### config.mk
export PLATFORM = sky130hd
export DESIGN_NAME = host_wr_buffer
export DESIGN_NICKNAME = d
export VERILOG_FILES = /design/src/rtl/host_wr_buffer_pkg.sv /design/src/rtl/host_wr_buffer_cam.sv /design/src/rtl/host_wr_buffer.sv
export SDC_FILE = /design/constraint.sdc
export NUM_CORES = 2
export LEC_CHECK = 0
export ABC_AREA = 1
export BUFFER_PORTS_ARGS = -buffer_cell sky130_fd_sc_hd__buf_2
export CAP_MARGIN = 40
export CORE_UTILIZATION = 55
export CTS_CLUSTER_DIAMETER = 120
export DETAILED_ROUTE_END_ITERATION = 6
export HOLD_SLACK_MARGIN = 0.05
export PLACE_DENSITY_LB_ADDON = 0.25
export SLEW_MARGIN = 20
export SYNTH_ARGS = -nofsm -noshare
export SYNTH_HDL_FRONTEND = slang
export SYNTH_HIERARCHICAL = 1
export SYNTH_SLANG_ARGS = --single-unit
### constraint.sdc
create_clock -name clk -period 5.45 [get_ports clk]
set_clock_uncertainty 0.05 [all_clocks]
set_input_delay 0.8175 -clock clk [delete_from_list [all_inputs] [get_ports clk]]
set_output_delay 0.8175 -clock clk [all_outputs]
set_load 0.02 [all_outputs]
### src/rtl/host_wr_buffer_pkg.sv
// Shared types for the host write buffer: drain FSM states, line entry layout
// and a helper that places one 32-bit word into an otherwise zero line.
package host_wr_buffer_pkg;

  localparam int LINE_WORDS = 16;
  localparam int LINE_BITS  = 512;
  localparam int TAG_W      = 26;

  typedef enum logic [1:0] {
    IDLE   = 2'd0,
    REQ    = 2'd1,
    STROBE = 2'd2,
    POP    = 2'd3
  } wb_state_t;

  typedef struct packed {
    logic                  valid;
    logic [TAG_W-1:0]      line_addr;
    logic [LINE_BITS-1:0]  data;
    logic [LINE_WORDS-1:0] mask;
  } line_entry_t;

  function automatic logic [LINE_BITS-1:0] place_word(input logic [3:0] w, input logic [31:0] d);
    place_word = '0;
    place_word[{w, 5'b00000} +: 32] = d;
  endfunction

endpackage

### src/rtl/host_wr_buffer_cam.sv
// DEPTH-way line-address compare; one hit bit per valid entry holding the key line.
module wb_line_cam
  import host_wr_buffer_pkg::*;
#(
  parameter int DEPTH = 4
) (
  input  logic [DEPTH-1:0]            valid,
  input  logic [DEPTH-1:0][TAG_W-1:0] tags,
  input  logic [TAG_W-1:0]            key,
  output logic [DEPTH-1:0]            hit
);

  always_comb begin
    hit = '0;
    for (int i = 0; i < DEPTH; i++) begin
      hit[i] = valid[i] && (tags[i] == key);
    end
  end

endmodule

### src/rtl/host_wr_buffer.sv
// Coalescing write buffer: packs 32-bit stores into 512-bit lines held in a
// circular FIFO and drains the head line to the host with a wgo/ready/we handshake.
module host_wr_buffer
  import host_wr_buffer_pkg::*;
#(
  parameter int DEPTH  = 4,
  parameter int LINE_W = 512
) (
  input  logic              clk,
  input  logic              rst_n,
  input  logic              st_valid,
  input  logic [31:0]       st_addr,
  input  logic [31:0]       st_data,
  input  logic [2:0]        st_trd,
  output logic              st_stall,
  input  logic [31:0]       chk_addr,
  output logic              chk_hit,
  input  logic              flush,
  output logic              idle,
  input  logic              host_wr_ready,
  output logic              host_wgo,
  output logic              host_we,
  output logic [63:0]       cpu_addr,
  output logic [LINE_W-1:0] host_data_bus_write_out,
  output logic [15:0]       host_wr_mask
);

  localparam int PTR_W = $clog2(DEPTH);
  localparam int CNT_W = PTR_W + 1;

  line_entry_t entries [DEPTH];
  line_entry_t head_e;
  line_entry_t new_entry;

  logic [PTR_W-1:0] head;
  logic [PTR_W-1:0] tail;
  logic [PTR_W-1:0] tail_m1;
  logic [CNT_W-1:0] count;
  wb_state_t        state;

  logic [DEPTH-1:0]            ent_valid;
  logic [DEPTH-1:0][TAG_W-1:0] ent_tag;
  logic [DEPTH-1:0]            chk_vec;
  logic [DEPTH-1:0]            st_vec;

  logic [3:0] w;
  logic [8:0] word_lsb;
  logic       draining;
  logic       full;
  logic       coalesce;
  logic       allocate;
  logic       st_fire;
  logic       alloc_fire;
  logic       do_pop;
  logic       show_head;
  logic       unused_bits;

  // Thread id and sub-word address bits carry no function here.
  assign unused_bits = ^{st_trd, st_addr[1:0], chk_addr[5:0]};

  always_comb begin
    ent_valid = '0;
    ent_tag   = '0;
    for (int i = 0; i < DEPTH; i++) begin
      ent_valid[i] = entries[i].valid;
      ent_tag[i]   = entries[i].line_addr;
    end
  end

  wb_line_cam #(.DEPTH(DEPTH)) u_chk_cam (
    .valid (ent_valid),
    .tags  (ent_tag),
    .key   (chk_addr[31:6]),
    .hit   (chk_vec)
  );

  wb_line_cam #(.DEPTH(DEPTH)) u_st_cam (
    .valid (ent_valid),
    .tags  (ent_tag),
    .key   (st_addr[31:6]),
    .hit   (st_vec)
  );

  assign w        = st_addr[5:2];
  assign word_lsb = {w, 5'b00000};
  assign tail_m1  = tail - PTR_W'(1);
  assign draining = (state != IDLE);
  assign full     = (count == CNT_W'(DEPTH));

  // The head is frozen from the cycle the FSM leaves IDLE until it is popped.
  assign coalesce   = !flush && st_vec[tail_m1] && !(draining && (tail_m1 == head));
  assign allocate   = !coalesce && !full;
  assign st_stall   = st_valid && !coalesce && !allocate;
  assign st_fire    = st_valid && !st_stall;
  assign alloc_fire = st_fire && allocate;
  assign do_pop     = (state == POP);

  always_comb begin
    new_entry           = '0;
    new_entry.valid     = 1'b1;
    new_entry.line_addr = st_addr[31:6];
    new_entry.data      = place_word(w, st_data);
    new_entry.mask      = 16'd1 << w;
  end

  always_ff @(posedge clk) begin
    if (!rst_n) begin
      for (int i = 0; i < DEPTH; i++) begin
        entries[i] <= '0;
      end
      head  <= '0;
      tail  <= '0;
      count <= '0;
    end else begin
      if (st_fire && coalesce) begin
        entries[tail_m1].data[word_lsb +: 32] <= st_data;
        entries[tail_m1].mask[w]              <= 1'b1;
      end
      if (alloc_fire) begin
        entries[tail] <= new_entry;
        tail          <= tail + PTR_W'(1);
      end
      if (do_pop) begin
        entries[head].valid <= 1'b0;
        head                <= head + PTR_W'(1);
      end
      case ({alloc_fire, do_pop})
        2'b10:   count <= count + CNT_W'(1);
        2'b01:   count <= count - CNT_W'(1);
        default: ;
      endcase
    end
  end

  always_ff @(posedge clk) begin
    if (!rst_n) begin
      state    <= IDLE;
      host_wgo <= 1'b0;
      host_we  <= 1'b0;
    end else begin
      case (state)
        IDLE: begin
          if (count != '0) begin
            state    <= REQ;
            host_wgo <= 1'b1;
          end
        end
        REQ: begin
          if (host_wr_ready) begin
            state    <= STROBE;
            host_wgo <= 1'b0;
            host_we  <= 1'b1;
          end
        end
        STROBE: begin
          state   <= POP;
          host_we <= 1'b0;
        end
        POP:     state <= IDLE;
        default: state <= IDLE;
      endcase
    end
  end

  assign head_e    = entries[head];
  assign show_head = (state == REQ) || (state == STROBE);

  assign cpu_addr                = show_head ? {32'h0, head_e.line_addr, 6'b0} : 64'h0;
  assign host_data_bus_write_out = show_head ? head_e.data : '0;
  assign host_wr_mask            = show_head ? head_e.mask : 16'h0;
  assign chk_hit                 = |chk_vec;
  assign idle                    = (count == '0) && (state == IDLE);

endmodule

==> results.md <==
- Status: complete, no violations
- DRT Wirelength: 388 mm
- Total die area: 194,000 sq um
- Worst R2R Start: entries[1][533]
- Worst-Margin Slew: 1.20 ns
- Worst slew margin: 19.9%
- Count leader, synth: nor2_1
- Fin Hold WS: 0.206 ns
- CP max stage cell: dfxtp_4
- Ratio of cells with drive above 1 in the final layout: 12.4%
- Initial core utilization: 55.5%
- Sw frac: 38.4%
- Largest net degree at the start of global routing: 183
- Clock Latency Late Sink: 0.88 ns
- Post-synthesis cell count: 11,600
- Top routing layer in use: met5
- RSZ-0062 raised after global routing: false
- Post-CTS setup buffer count: 0
- Port Buffer Count: 651
- Worst min-delay path class: input port to flop
- DR vias: 87,600
- Final Wtd Congestion: 0.983
- Post-synth top area share: 62.9%
- Ys async rst share: 0%
- IO Pins: 701
- H-tree levels: 4
- Most frequent cells after synthesis: nor2_1, edfxtp_1, nand2_1
- Final setup violation count: 0
- EDFF count, synth: 2,216
- Pre-Repair DR Iteration Count: 7
- Global Route Usage Sum: 39.0%
- Final max-slew violation count: 0
- PostCTS Resize Cnt: 0
- Initial antenna violation count: 42
- R2R depth: 24
- # DRC: 0
- Critical path class: flop to output port
- CP cell instances: buf_12 -> nor2_1 -> nor2_1 -> o21ai_0 -> a21oi_1 -> buf_2
- Met2 Wirelength: 169 mm
- Hold Buf Count CTS: 0
- Minimum clock period: 4.89 ns
- Post-synthesis cell area: 106,000 sq um
- Tot Pwr: 55,800 uW
- Max Cap Viol: 0
- First-pass GRT wire length: 543 mm
- Crit-path max cell delay: 0.84 ns
- Peak supply drop: 0.413 mV
- Longest Clk Path Bufs: 3
- Fin crit share: 89.7%
- Worst Setup Start Kind: flop
- RR Endpoint: entries[1][363]
- LEAKAGE: 0.0498 uW
- FMAX: 0.204 GHz
- Gate power share: 32.2%
- Arrival time at the worst endpoint: 4.02 ns
- Register bit total from synthesis: 2,233
- Die X: 441 um
- Netlist cell types: 41
- Fillers: 15,300
- Required time worst endpoint: 4.58 ns
- Total grt overflow: 0
- Met3 routed wirelength: 52.1 mm
- Dpl hpwl: 256 mm
- Syn avg cell area: 9.09 sq um
- Wire length on met1: 135 mm
- Num CTS Buffers: 224
- Pwr dens: 462 nW/um^2
- Flop pwr share: 40.8%
- Row cnt: 160
- CTS tree: built
- Final hold viol count: 0
- Most frequent CP cell: nor2_1
- YS warnings: 6
- Vias in the first global route: 79,100
- Clock sinks: 2,233
- Number of DRC markers in iteration 0: 13,200
- Clock Power Share: 27.0%
- Reg area: 66,900 sq um
- Cell taking the most area after synthesis: edfxtp_1
- Reg clk slew, reported paths: 0.06 ns
- Register area share after synthesis: 63.2%
- Vias/cell: 5.88
- Routed length per instance: 26.1 um
- Nets: 12,300
- CP Capture Type: output port
- NetSw: 21,400 uW
- Core Box Area: 191,000 sq um
- CP Max Fanout: 169
- CTS Root Cell: clkbuf_16
- Syn-to-layout area delta: 14.0%
- Area of the multi-input gates: 32,200 sq um
- Dominant synthesized flop cell: edfxtp_1
- Die Ht: 441 um
- FF-to-FF setup slack: 0.65 ns
- Synth top area cells: edfxtp_1, nor2_1, o21ai_0
- Internal power: 34,400 uW
- Post-route ant nets: 0
- Setup crit end: host_data_bus_write_out[291]
sequential cells by signal (all words and copies together), names as in the netlist, named ones only:
| name | cells |
|---|---|
| head | 2 |
| host_wgo | 1 |
| host_we | 1 |
| entries | 2220 |
| count | 3 |
| state | 2 |
| tail | 2 |
cells in the final DEF, fill, tap and decap left out, types with 19 or more instances in the layout:
| master | count |
|---|---|
| buf_4 | 288 |
| nor2_1 | 4225 |
| edfxtp_1 | 2216 |
| nand4_1 | 74 |
| o21ai_0 | 1137 |
| conb_1 | 38 |
| a21oi_1 | 600 |
| diode_2 | 19 |
| nor3_2 | 23 |
| xnor2_1 | 22 |
| buf_12 | 78 |
| clkbuf_16 | 229 |
| nor3_1 | 105 |
| inv_2 | 60 |
| nand3_1 | 94 |
| nand2_2 | 30 |
| clkbuf_1 | 58 |
| nor2_2 | 26 |
| inv_1 | 960 |
| clkinv_1 | 55 |
| nand2_1 | 1201 |
| buf_2 | 667 |
| clkinv_2 | 37 |
critical path: cells and delay by family, from the launching register on:
family / cells / cell delay [ns]
buffers and inverters: 2 / 0.86
flip-flops: 1 / 0.84
AO/OA/AOI/OAI: 2 / 0.88
AND/OR/NAND/NOR: 2 / 0.23
kinds of logic after synthesis:
kind of cell,Yosys count,share of synthesized area [%]
fa+ha+maj,17,0.208
compound gates,1762,8.39
other cells,1,0.00354
simple gates,5800,21.2
xor+xnor,30,0.248
buf+inv,1798,6.75
flops,2233,63.2
power groups by stage:
stage	clock network, uW	registers, uW	logic, uW
after floorplan	0	22900	9350
after global placement	0	23000	17100
after detailed placement	0	23100	17500
after CTS	15100	22700	17600
after global routing	15700	23000	18600
final	15100	22700	18000
final cells by class:
class | count | share of cell area (%)
repair buffers | 1054 | 6.15
flip-flops and latches | 2233 | 55.4
clock buffers | 287 | 4.93
multi-input cells | 7647 | 26.7
clock inverters | 129 | 0.924
inverters | 1024 | 3.21
diodes | 19 | 0.0394
well taps | 2511 | 2.60
per-layer routing:
layer | global-route usage (%) | vias up
li1 | - | 39000
met1 | 51.0 | 41600
met2 | 57.2 | 5991
met3 | 9.75 | 1012
met4 | 27.3 | 28
met5 | 0 | -
metrics by stage:
step,worst slack (ns),util (%),instances,TNS (ns),instance area [sq um]
floorplan,-0.181,-,11700,-11.59,106000
global placement,0.299,59.2,14400,0,113000
detailed placement,0.297,59.5,14500,0,113000
CTS,0.649,63.2,14900,0,121000
global route,0.534,63.3,14900,0,121000
finish,0.560,63.3,14900,0,121000
worst min-delay path by stage:
stage,startpoint,to,slack (ns),cells past startpoint
after floorplan,entries[0][554],entries[0][554],0.40,2
after global placement,count[2],count[2],0.44,2
after detailed placement,count[2],count[2],0.45,2
after CTS,host_wr_ready,host_we,0.15,4
after global routing,host_wr_ready,host_we,0.20,4
final,host_wr_ready,host_we,0.21,4
Note: power is estimated with default switching activity, not from simulation.
